<file path="src/rtl/ps2_scancode_decoder.sv">
// PS/2 Set-2 byte stream to key-event decoder with a FWFT event FIFO.
// Optional typematic repeat suppression: define PS2_REPEAT_FILTER_EN.
module ps2_scancode_decoder #(
    parameter int unsigned FIFO_DEPTH     = 4,
    parameter int unsigned TIMEOUT_CYCLES = 2_500_000
) (
    input  logic       CLK_50,
    input  logic       nRst,
    input  logic [7:0] iCode,
    input  logic       iCodeReady,
    output logic [7:0] oKey,
    output logic       oExtended,
    output logic       oBreak,
    output logic       oValid,
    input  logic       iAck,
    output logic       oOverflow
);

    localparam int unsigned AW = $clog2(FIFO_DEPTH);
    localparam logic [21:0] TMO_LAST = 22'(TIMEOUT_CYCLES - 1);

    localparam logic [2:0] S_IDLE    = 3'd0;
    localparam logic [2:0] S_EXT     = 3'd1;
    localparam logic [2:0] S_BRK     = 3'd2;
    localparam logic [2:0] S_EXT_BRK = 3'd3;
    localparam logic [2:0] S_SKIP    = 3'd4;

    logic        rdy_q, stb_q;
    logic [7:0]  byte_q;
    logic [2:0]  state_q, state_d;
    logic [2:0]  skip_q, skip_d;
    logic [21:0] tmo_q, tmo_d;
    logic [AW:0] wr_q, wr_d, rd_q, rd_d;
    logic        ovf_q, ovf_d;
    logic [9:0]  mem_q [FIFO_DEPTH];

    logic        ev_push, ev_ext, ev_brk, push;
    logic        empty, full, pop, do_write;
    logic [9:0]  head;

    always_comb begin
        state_d = state_q;
        skip_d  = skip_q;
        ev_push = 1'b0;
        ev_ext  = 1'b0;
        ev_brk  = 1'b0;
        tmo_d   = (stb_q || state_q == S_IDLE) ? '0 : tmo_q + 22'd1;
        if (stb_q) begin
            case (state_q)
                S_IDLE: begin
                    case (byte_q)
                        8'hE0: state_d = S_EXT;
                        8'hF0: state_d = S_BRK;
                        8'hE1: begin
                            state_d = S_SKIP;
                            skip_d  = 3'd7;
                        end
                        8'hAA, 8'hFA, 8'hEE, 8'hFC, 8'h00, 8'hFF: ;
                        default: ev_push = 1'b1;
                    endcase
                end
                S_EXT: begin
                    if (byte_q == 8'hF0) begin
                        state_d = S_EXT_BRK;
                    end else begin
                        state_d = S_IDLE;
                        ev_push = (byte_q != 8'h12);
                        ev_ext  = 1'b1;
                    end
                end
                S_BRK: begin
                    state_d = S_IDLE;
                    ev_push = 1'b1;
                    ev_brk  = 1'b1;
                end
                S_EXT_BRK: begin
                    state_d = S_IDLE;
                    ev_push = (byte_q != 8'h12);
                    ev_ext  = 1'b1;
                    ev_brk  = 1'b1;
                end
                S_SKIP: begin
                    skip_d = skip_q - 3'd1;
                    if (skip_q == 3'd1) state_d = S_IDLE;
                end
                default: state_d = S_IDLE;
            endcase
        end else if (state_q != S_IDLE && tmo_q == TMO_LAST) begin
            state_d = S_IDLE;
        end
    end

`ifdef PS2_REPEAT_FILTER_EN
    logic       held_q, held_d;
    logic [8:0] held_key_q, held_key_d;

    always_comb begin
        push       = ev_push;
        held_d     = held_q;
        held_key_d = held_key_q;
        if (ev_push && !ev_brk) begin
            if (held_q && held_key_q == {ev_ext, byte_q}) begin
                push = 1'b0;
            end else begin
                held_d     = 1'b1;
                held_key_d = {ev_ext, byte_q};
            end
        end else if (ev_push && held_q && held_key_q == {ev_ext, byte_q}) begin
            held_d = 1'b0;
        end
    end

    always_ff @(posedge CLK_50) begin
        if (!nRst) begin
            held_q     <= 1'b0;
            held_key_q <= '0;
        end else begin
            held_q     <= held_d;
            held_key_q <= held_key_d;
        end
    end
`else
    always_comb push = ev_push;
`endif

    // Pointers carry one wrap bit so full and empty are distinguishable.
    always_comb begin
        empty    = (wr_q == rd_q);
        full     = (wr_q[AW] != rd_q[AW]) && (wr_q[AW-1:0] == rd_q[AW-1:0]);
        pop      = iAck && !empty;
        do_write = push && (!full || pop);
        ovf_d    = push && full && !pop;
        wr_d     = wr_q + {{AW{1'b0}}, do_write};
        rd_d     = rd_q + {{AW{1'b0}}, pop};
        head     = mem_q[rd_q[AW-1:0]];
    end

    always_ff @(posedge CLK_50) begin
        if (!nRst) begin
            rdy_q   <= 1'b0;
            stb_q   <= 1'b0;
            byte_q  <= '0;
            state_q <= S_IDLE;
            skip_q  <= '0;
            tmo_q   <= '0;
            wr_q    <= '0;
            rd_q    <= '0;
            ovf_q   <= 1'b0;
        end else begin
            rdy_q   <= iCodeReady;
            stb_q   <= iCodeReady && !rdy_q;
            byte_q  <= iCode;
            state_q <= state_d;
            skip_q  <= skip_d;
            tmo_q   <= tmo_d;
            wr_q    <= wr_d;
            rd_q    <= rd_d;
            ovf_q   <= ovf_d;
        end
    end

    always_ff @(posedge CLK_50) begin
        if (nRst && do_write) mem_q[wr_q[AW-1:0]] <= {ev_ext, ev_brk, byte_q};
    end

    assign oValid    = !empty;
    assign oKey      = empty ? '0 : head[7:0];
    assign oExtended = !empty && head[9];
    assign oBreak    = !empty && head[8];
    assign oOverflow = ovf_q;

endmodule

</file>
<file path="config.mk">
export PLATFORM = sky130hd
export DESIGN_NAME = ps2_scancode_decoder
export DESIGN_NICKNAME = d
export VERILOG_FILES = /design/src/rtl/ps2_scancode_decoder.sv
export SDC_FILE = /design/constraint.sdc
export NUM_CORES = 1
export LEC_CHECK = 0
export ABC_AREA = 1
export CAP_MARGIN = 20
export CORE_MARGIN = 1
export CORE_UTILIZATION = 35
export DETAILED_ROUTE_END_ITERATION = 16
export PLACE_DENSITY = 0.57
export RECOVER_POWER = 25
export SYNTH_ARGS = -nofsm -noshare
export SYNTH_HDL_FRONTEND = slang
export SYNTH_SLANG_ARGS = --single-unit
</file>
<file path="constraint.sdc">
create_clock -name CLK_50 -period 2.75 [get_ports CLK_50]
set_input_delay 0.275 -clock CLK_50 [delete_from_list [all_inputs] [get_ports CLK_50]]
set_output_delay 0.275 -clock CLK_50 [all_outputs]
set_load 0.03 [all_outputs]
</file>
* After elaboration in Yosys (flattened, before gate mapping) *
Memories as Yosys holds them, arrays and structs flattened. A register that Yosys moved wholly into a read port is not among the register bits.
Cells that the tools add are included.

word-level totals
  RAM bits = 40
  word-level logic and storage cells = 83
  memories = 1
  output and inout bits = 12
  memory bits (read-only) = 0
  input port bits = 12
  register bits after elaboration = 45
  bits in latches = 0

memory list
  name   depth  bits a word  rd ports  clocked after memory_dff  write ports  RTL line  RTL
  mem_q  4      10           1         1                         1            35        logic [9:0] mem_q [FIFO_DEPTH];

cells by class
  muxes and demuxes = 21
  magnitude comparators = 0
  multipliers = 0
  reduce and logical (&&, ||, !) cells = 26
  bitwise gates (word level) = 1
  equal/unequal tests = 21
  add/sub/neg operators = 4
  shift operators = 0
  div/mod/pow operators = 0

operator list
  cell                   count
  $eq 8x8->1 const B     8
  $add 22x1->22 const B  1
  $eq 22x22->1 const B   1
  $pmux 3 s3             2
  $mux 3                 4
  $logic_and 1x1->1      10
  $mux 1                 9
  $reduce_or 9->1        1
  $logic_not 8->1        1
  $mux 8                 1
  $ne 8x5->1 const B     1
  $add 3x1->3            2
  $eq 3x1->1 const B     2
  $eq 3x2->1 const B     2
  $pmux 3 s2             1
  $reduce_and 3->1       2
  $ne 5x2->1 const B     1
  $logic_not 1->1        4
  $mux 2                 2
  $pmux 1 s4             1
  $reduce_bool 2->1      2
  $reduce_or 2->1        2
  $eq 3x3->1             1
  $eq 3x3->1 const B     1
  10 further kinds       11

* Longest topological paths before layout *
Gate-level depths: netlist (run 1).

  depth in word-level cells = 9
  depth in mapped cells = 14
  mapped depth without buffers = 14

* Least setup slack after synthesis (run 1) *
OpenSTA, ideal clock, no wires.

  path kind = register to register
  from = reg rd_q[1]
  to = reg rd_q[2]
  path slack = 0.765 ns
  stages on the path, launching flop included = 11
  data required time = 2.633 ns
  period minus slack after synthesis = 1.985 ns
  setup time = 0.117 ns
  arrival time = 1.868 ns
  buffers on the path = 1
  cell sequence = dfxtp_1 -> or2_2 -> a21oi_1 -> nand2_1 -> clkbuf_1 -> nand2_1 -> inv_1 -> ha_1 -> ha_1 -> xnor2_1 -> nor2_1

on the way
  longest elaborated chain between the ends = 4

ends and longest elaborated chain
  element                 RTL line  RTL
  from (decl)             33        logic [AW:0] wr_q, wr_d, rd_q, rd_d;
  from (signal assigned)  157       rd_q <= rd_d;
  $eq 3x3->1              128       empty = (wr_q == rd_q);
  $logic_not 1->1         n/a
  net oValid              14        output logic oValid,
  $logic_and 1x1->1       130       pop = iAck && !empty;
  $add 3x1->3             134       rd_d = rd_q + {{AW{1'b0}}, pop};

The timed path passes the listed nets, and every way through them passes these cells.
A chain may end at the register's enable or synchronous reset.

* Final worst setup path (run 1) *
  from = reg rd_q[0]
  to = out oKey[2]

on the way
  longest elaborated chain between the ends = 2

ends and longest elaborated chain
  element     RTL line  RTL
  $eq 3x3->1  128
  $mux 8      167       assign oKey = empty ? '0 : head[7:0];
  to (decl)   11        output logic [7:0] oKey,

No other way between the ends.

==> impl_metrics.tcl, run 1 <==
set metrics [dict create \
    slew_violations 0 \
    dpl_cell_area_um2 4270 \
    cts-buffers-inserted 9 \
    yosysSeqAreaShare 0.546 \
    ant_nets 0 \
    max_freq_mhz 395 \
    max-slew-margin-rel 0.497 \
    power_w 0.00261 \
    coreArea_um2 10500 \
    drive_gt1_frac 0.0771 \
    fin_area_um2 4480 \
    areaGrowthSynthToFinish_pct 16.5 \
    multi_input_area_um2 1430 \
    cts_tree "yes" \
    yosys_warnings 0 \
    holdWs_ps 388 \
    h-tree-depth 3 \
    p_int_w 0.00192 \
    p_sw_frac 0.263 \
    ctsHoldBuffers 0 \
    synthFlopType "dfxtp_1" \
    clock_latency_ps 350 \
    nets 507 \
    syn_nets 474 \
    final.setup_skew_ps 9.83 \
    grt_remaining_overflow 0 \
    pin_count 24 \
    drv_cap 0 \
    synthCells 455 \
    routed_via_density 4.71 \
    setup_violations 0 \
    seq_area_um2 2100 \
    cp_max_fo 20 \
    grt_first_pass_wirelength_mm 13.1 \
    clkSlewWorstSetupHoldPaths_ps 90 \
    yosysMostFrequentCell "nand2_1" \
    first_pass_iters 7 \
    avgSynthCellArea_um2 8.46 \
    cp.arrival_ps 2260 \
    cts_buffer_depth 2 \
    rsz0062_at_grt "no" \
    start_util 0.366 \
    setup_tns_ps 0 \
    port_buffers 23 \
    clockPowerShare 0.350 \
    p_seq_frac 0.523 \
    finalCriticalPeriod_ps 2530 \
    start_kind "flip-flop" \
    required_ps 2480 \
    vias 2960 \
    p_sw_w 0.000685 \
    drtIter0Drc 109 \
    yosysTopAreaCell "edfxtp_1" \
    leakage_nw 1.77 \
    critical_path_class "reg2out" \
    synth_seq_cells 85 \
    root_buffer "clkbuf_8" \
    clock_sinks 85 \
    grt_use_total 0.147 \
    grt_max_degree 22 \
    end_kind "output port" \
    post-route-period-util 0.921 \
    die_y_um 107 \
    wl_per_cell_um 12.0 \
    yosysTopAreaCellShare 0.312 \
    antenna_found_initial 0 \
    fin_util 0.426 \
    drc 0 \
    synth-edff-count 40 \
    peakVddDrop_mv 0.349 \
    outcome "complete, no violations" \
    p_comb_frac 0.128 \
    power.density_nw_per_um2 581 \
    dieArea_um2 11400 \
    dp_hpwl_mm 5.35 \
    worst_pin_slew_ps 755 \
    netlist-cell-type-count 31 \
    die_w_um 107 \
    fillCellCount 1061 \
    synthTopCellsByCount "nand2_1 (89), nor2_1 (75), inv_1 (72)" \
    ys_top_cells_by_area "edfxtp_1 (31%), dfxtp_1 (23%), nand2_1 (8.7%)" \
    hold_viol_final 0 \
    grt_pass1_vias 2912 \
    fp-row-count 37 \
    gp_congestion 0.772 \
    syn_area_um2 3850 \
    n_antenna_cell 0 \
    hold_path_class "reg2reg" \
    drt_wl_total_mm 7.52 \
    synthArstFlopShare 0 \
]
==> cell families (layout without fill, tap and decap cells) <==
group,Yosys count,count (layout),synth area share
fa+ha+maj,7,7,0.0228
simple gates,218,218,0.245
buf+inv,83,121,0.0833
flops,85,85,0.546
xor+xnor,9,9,0.0205
compound gates,53,53,0.0826
==> timing repair <==
item / in CTS / in global routing
setup buffers: 0 / 0
resized for setup: 0 / 3
endpoints found under the setup margin: 0 / 10
==> layer usage <==
layer  routed length [µm]  up-vias  track usage
met5                    0        -            0
met3                  210        8       0.0371
met2                 3750       36        0.265
met1                 3460     1375        0.168
li1                     -     1541            -
met4                  104        0       0.0499
==> cell usage in the layout (no fill, tap or decap), types with 2 or more instances in the layout <==
cell,count
nand2_1,88
nor2_1,75
inv_1,71
dfxtp_1,45
edfxtp_1,40
clkdlybuf4s50_1,21
nand3_1,20
o21ai_0,20
a21oi_1,19
nor3_1,11
o32ai_1,10
clkbuf_8,10
buf_4,8
ha_1,7
xor2_1,6
nand4_1,6
nand2_2,4
xnor2_1,3
nor2_2,3
nand3_2,3
or2_2,2
clkinv_1,2
nor4_1,2
inv_6,2
clkinv_4,2
==> critical path, cell delays in order, from the launching register on <==
cell and delay [ps]:
dfxtp_1 450, buf_4 270, nor2_1 80, o32ai_1 280, nand2_1 100, inv_1 70, clkdlybuf4s50_1 660
==> metrics by stage <==
stage               cells  worst slack, ps
finish                629              217
global route          629             47.2
CTS                   629             89.7
detailed placement    613              489
global placement      613              552
floorplan             455              765
==> flip-flops by register name, summed over array words and instances, names as in the netlist <==
signal and count:
tmo_q 22, oOverflow 1, byte_q 8, wr_q 3, stb_q 1, state_q 3, skip_q 3, rdy_q 1
rd_q 3, mem_q 40
==> power groups by stage <==
stage,Sequential (W),Clock [W],Combinational [W]
floorplan,0.00138,0,0.000214
global placement,0.00139,0,0.000330
CTS,0.00136,0.000939,0.000336
detailed placement,0.00139,0,0.000336
finish,0.00136,0.000911,0.000332
global route,0.00137,0.000992,0.000370
==> area by class of cell <==
class                      instances  area share
clock buffer                      10      0.0307
clock inverter                     6      0.0154
inverter                          73      0.0620
multi-input combinational        287       0.319
sequential                        85       0.469
tap                              136      0.0380
timing repair buffer              32      0.0662
==> path summary, 6_finish.rpt <==
check                               start  endpoint  slack (ps)  cells after the start
worst max register to register  byte_q[6]   wr_q[2]         620                     13
worst min-delay path                rdy_q     stb_q         390                      1
worst min register to register      rdy_q     stb_q         390                      1
worst max-delay path              rd_q[0]   oKey[2]         220                      6
Note: power is estimated with default switching activity, not from simulation.
==> run 2: changes to the inputs <==
--- a/config.mk
+++ b/config.mk
@@ -9,6 +9,7 @@
 export CAP_MARGIN = 20
 export CORE_MARGIN = 1
 export CORE_UTILIZATION = 35
+export CTS_BUF_LIST = sky130_fd_sc_hd__clkbuf_16
 export DETAILED_ROUTE_END_ITERATION = 16
 export PLACE_DENSITY = 0.57
 export RECOVER_POWER = 25
==> run 2 against run 1 <==
Maximum frequency decreased by 0.91%. Combinational power is essentially flat. Sequential cell count unchanged. Clock skew shrank 1.4 ps. Count of clock-buffer cells in the layout down 1. Routed wire length shrank 0.33%. Total power is 11% higher. Sequential power is essentially flat. Cell count unchanged. First-iteration DRC count grew 4.6%. Critical path depth rose by 1.
==> impl_metrics.tcl, run 2 (synthesis gave the netlist of run 1 again) <==
set metrics [dict create \
    outcome "complete, no violations" \
    setup_violations 0 \
    slew_violations 0 \
    hold_path_class "reg2reg" \
    peakVddDrop_mv 0.291 \
    mostFrequentLayoutCells "nand2_1 (88), nor2_1 (75), inv_1 (72), dfxtp_1 (45), edfxtp_1 (40)" \
    root_buffer "clkbuf_16" \
    layout_commonest_cell "nand2_1" \
    hold_viol_final 0 \
    antenna_found_initial 0 \
    areaGrowthSynthToFinish_pct 18.7 \
    power.density_nw_per_um2 634 \
    cp-startpoint "rd_q[0]" \
    pin_count 24 \
    start_util 0.366 \
    coreArea_um2 10500 \
    final.setup_skew_ps 8.47 \
    drtIter0Drc 114 \
    clock_latency_ps 330 \
    port_buffers 23 \
    cp_max_fo 13 \
    finalCriticalPeriod_ps 2560 \
    ff2ff_path_depth 13 \
    fp-row-count 37 \
    end_kind "output port" \
    drt_wl_total_mm 7.50 \
    holdWs_ps 385 \
    cts_buffer_depth 2 \
    rsz0062_at_grt "no" \
    die_y_um 107 \
    fillCellCount 1049 \
    critical_path_class "reg2out" \
    post_cts_buffers 0 \
    clkSlewWorstSetupHoldPaths_ps 70 \
    crit_end "oKey[1]" \
    rr_endpoint "wr_q[2]" \
    nets 507 \
    n_antenna_cell 0 \
    ctsHoldBuffers 0 \
    cp.arrival_ps 2280 \
    start_kind "flip-flop" \
    worst_pin_slew_ps 751 \
    setup_tns_ps 0 \
    drc 0 \
    required_ps 2480 \
    routed_via_density 4.73 \
    grt_pass1_vias 2927 \
    gp_congestion 0.772 \
    h-tree-depth 3 \
    grt_max_degree 22 \
    max_freq_mhz 391 \
    post-route-period-util 0.930 \
    max-slew-margin-rel 0.499 \
    ant_nets 0 \
    cts-buffers-inserted 9 \
    r2r_start "byte_q[6]" \
    clock_sinks 85 \
    grt_use_total 0.146 \
    grt_remaining_overflow 0 \
    vias 2976 \
    r2r_setup_slack_ps 630 \
    first_pass_iters 4 \
    drive_gt1_frac 0.0730 \
    drv_cap 0 \
    cts_tree "yes" \
    die_w_um 107 \
    wl_per_cell_um 11.9 \
    largest_register_ffs 40 \
    grt_first_pass_wirelength_mm 13.1 \
    dp_hpwl_mm 5.35 \
    leakage_nw 1.79 \
    dieArea_um2 11400 \
]
## run 2: layout make-up
class                           instances  area [µm²]  share of cell area
Inverter                               73         274              0.0600
Tap cell                              136         170              0.0373
Clock inverter                          7        72.6              0.0159
Clock buffer                            9         225              0.0493
Sequential cell                        85        2100               0.460
Timing Repair Buffer                   32         294              0.0644
Multi-Input combinational cell        287        1430               0.313
## run 2: worst min path at each step
stage          endpoint  cells after the start  slack [ps]   from
2_1_floorplan     stb_q                      1         370  rdy_q
3_3_place_gp      stb_q                      1         370  rdy_q
3_5_place_dp      stb_q                      1         380  rdy_q
4_1_cts           stb_q                      1         390  rdy_q
5_1_grt           stb_q                      1         420  rdy_q
6_report          stb_q                      1         380  rdy_q
## run 2: per-stage QoR
step	total power, W	instance area [µm²]	std cells	utilization	setup WS, ps
global route	0.00302	4570	629	0.434	3.47
global placement	0.00172	4270	613	0.406	552
detailed placement	0.00173	4270	613	0.406	489
finish	0.00289	4570	629	0.434	194
floorplan	0.00160	3850	455	-	765
CTS	0.00293	4570	629	0.435	125
## run 2: where the power goes
part           total, W  switching [W]  internal, W
sequential      0.00136      0.0000221      0.00134
combinational  0.000333       0.000203     0.000130
clock           0.00120       0.000492     0.000707
## run 2: worst max-delay path, cell delays in order (launching register included)
cell             delay [ps]
dfxtp_1                 350
inv_1                   310
buf_4                   230
nor2_1                   40
o32ai_1                 210
nand2_1                  90
inv_1                    60
clkdlybuf4s50_1         660
## run 2: layer usage
layer / vias up / global-route usage / part of all wire
li1: 1540 / - / -
met1: 1392 / 0.168 / 0.46
met2: 35 / 0.267 / 0.50
met3: 9 / 0.0328 / 0.025
met4: 0 / 0.0489 / 0.016
met5: - / 0 / 0
## run 2: repair_timing
item | 4_1_cts | 5_1_grt
hold endpoints to repair | 0 | 0
endpoints found under the setup margin | 0 | 7
resized for setup | 0 | 1
==> run 3: changes to the inputs <==
--- a/config.mk
+++ b/config.mk
@@ -13,6 +13,7 @@
 export DETAILED_ROUTE_END_ITERATION = 16
 export PLACE_DENSITY = 0.57
 export RECOVER_POWER = 25
+export SETUP_SLACK_MARGIN = 0.4
 export SYNTH_ARGS = -nofsm -noshare
 export SYNTH_HDL_FRONTEND = slang
 export SYNTH_SLANG_ARGS = --single-unit
==> run 3 against run 2 <==
Count of clock-buffer cells in the layout is the same. Critical path depth down 3. Core utilization increased by 0.46 points. Non-clock buffer count grew 4. Via count is 0.50% lower. Clock skew down 0.56 ps. Die area unchanged. Maximum frequency grew 16%. First-iteration DRC count increased by 18%. Largest cell class unchanged. Largest power group unchanged. Highest routed layer unchanged.
==> impl_metrics.tcl, run 3 (synthesis gave the netlist of run 1 again) <==
set metrics [dict create \
    outcome "complete, no violations" \
    vias 2961 \
    grt_pass1_vias 2930 \
    slew_violations 0 \
    critical_path_class "reg2out" \
    leakage_nw 1.87 \
    first_pass_iters 6 \
    dp_hpwl_mm 5.35 \
    start_kind "flip-flop" \
    pre_cts_slack_ps 489 \
    gp_congestion 0.772 \
    n_antenna_cell 0 \
    nets 511 \
    clock_latency_ps 330 \
    ctsHoldBuffers 0 \
    setup_tns_ps 0 \
    p_int_w 0.00218 \
    fin_area_um2 4610 \
    coreArea_um2 10500 \
    antenna_found_initial 0 \
    drc 0 \
    p_sw_w 0.000728 \
    r2r_start "byte_q[6]" \
    p_seq_frac 0.469 \
    rsz0062_at_grt "no" \
    drive_gt1_frac 0.0865 \
    h-tree-depth 3 \
    grt_first_pass_wirelength_mm 13.1 \
    grt_max_degree 22 \
    cts-buffers-inserted 9 \
    drtIter0Drc 134 \
    grt_remaining_overflow 0 \
    start_util 0.366 \
    hold_depth 1 \
    clkSlewWorstSetupHoldPaths_ps 70 \
    setup_violations 0 \
    layout_commonest_cell "nand2_1" \
    finalCriticalPeriod_ps 2200 \
    ant_nets 0 \
    die_w_um 107 \
    wl_per_cell_um 11.9 \
    max_freq_mhz 455 \
    final.setup_skew_ps 7.91 \
    dieArea_um2 11400 \
    drt_wl_total_mm 7.52 \
    setup_ws_ps 552 \
    pin_count 24 \
    p_comb_frac 0.118 \
    largest_register_ffs 40 \
    die_y_um 107 \
    hold_viol_final 0 \
    clock_sinks 85 \
    root_buffer "clkbuf_16" \
    cp.arrival_ps 1920 \
    mostFrequentLayoutCells "nand2_1 (88), nor2_1 (74), inv_1 (71), dfxtp_1 (45), edfxtp_1 (40)" \
    fillCellCount 1046 \
    rr_endpoint "wr_q[2]" \
    worst_pin_slew_ps 752 \
    dpl_cell_area_um2 4270 \
    drv_cap 0 \
    areaGrowthSynthToFinish_pct 19.9 \
    hp-start "rdy_q" \
    cts_buffer_depth 2 \
    clockPowerShare 0.413 \
    fin_util 0.439 \
    cp_max_fo 9 \
    end_kind "output port" \
    grt_use_total 0.147 \
    r2r_setup_slack_ps 720 \
    ff2ff_path_depth 13 \
    whs_endpoint "stb_q" \
    required_ps 2480 \
    peakVddDrop_mv 0.293 \
    max-slew-margin-rel 0.498 \
    hold_path_class "reg2reg" \
    routed_via_density 4.68 \
    p_sw_frac 0.250 \
    port_buffers 23 \
    power.density_nw_per_um2 631 \
    fp-row-count 37 \
    cts_tree "yes" \
    post-route-period-util 0.799 \
]
[run 3: changes by cell type in the layout (fill, tap and decap cells not counted), sizes merged]
| cell | before | now |
|---|---|---|
| clkinvlp | 0 | 1 |
| clkdlybuf4s15 | 0 | 1 |
| dlymetal6s2s | 0 | 1 |
| inv | 74 | 73 |
| dlygate4sd2 | 0 | 8 |
| clkdlybuf4s50 | 23 | 12 |
| dlygate4sd3 | 0 | 1 |
| buf | 8 | 12 |
[run 3: cell type report]
cell class	instances	area (µm²)	area share
multi-input combinational	287	1450	0.313
clock inverter	7	72.6	0.0157
tap	136	170	0.0369
timing repair buffer	36	320	0.0694
sequential	85	2100	0.456
inverter	73	278	0.0602
clock buffer	9	225	0.0488
[run 3: repair_timing]
action,4_1_cts,5_1_grt
endpoints found under the hold margin,0,0
gates resized for setup,11,7
pin swaps,1,0
endpoints found under the setup margin,11,10
buffers inserted,2,2
[run 3: worst max path at each step]
stage | from | end | slack, ps
CTS | rd_q[0] | oKey[2] | 210
detailed placement | wr_q[1] | oKey[2] | 490
floorplan | rd_q[1] | rd_q[2] | 770
global placement | wr_q[1] | oKey[3] | 550
global route | rd_q[0] | oKey[7] | 400
finish | rd_q[0] | oValid | 550
[run 3: power groups by stage]
stage	logic (W)	registers [W]	clock network, W
after floorplan	0.000214	0.00138	0
after global placement	0.000330	0.00139	0
after detailed placement	0.000336	0.00139	0
after CTS	0.000332	0.00136	0.00123
after global routing	0.000385	0.00137	0.00128
final	0.000344	0.00136	0.00120
[run 3: per-stage QoR]
stage          instances  power [W]  hold slack, ps
4_1_cts              631    0.00293             390
6_report             633    0.00291             385
2_1_floorplan        455    0.00160             368
5_1_grt              633    0.00303             422
3_3_place_gp         613    0.00172             373
3_5_place_dp         613    0.00173             381
[run 3: critical path: stages (launching register included)]
cell and delay, ps:
dfxtp_1 450, xor2_1 260, a21oi_4 70, nand2_4 130, clkdlybuf4s50_1 680
[run 3: routing by layer]
| metal | part of all wire | vias up | GRT usage |
|---|---|---|---|
| met1 | 0.46 | 1378 | 0.168 |
| met2 | 0.50 | 27 | 0.268 |
| met5 | 0 | - | 0 |
| li1 | - | 1547 | - |
| met3 | 0.022 | 9 | 0.0328 |
| met4 | 0.016 | 0 | 0.0489 |
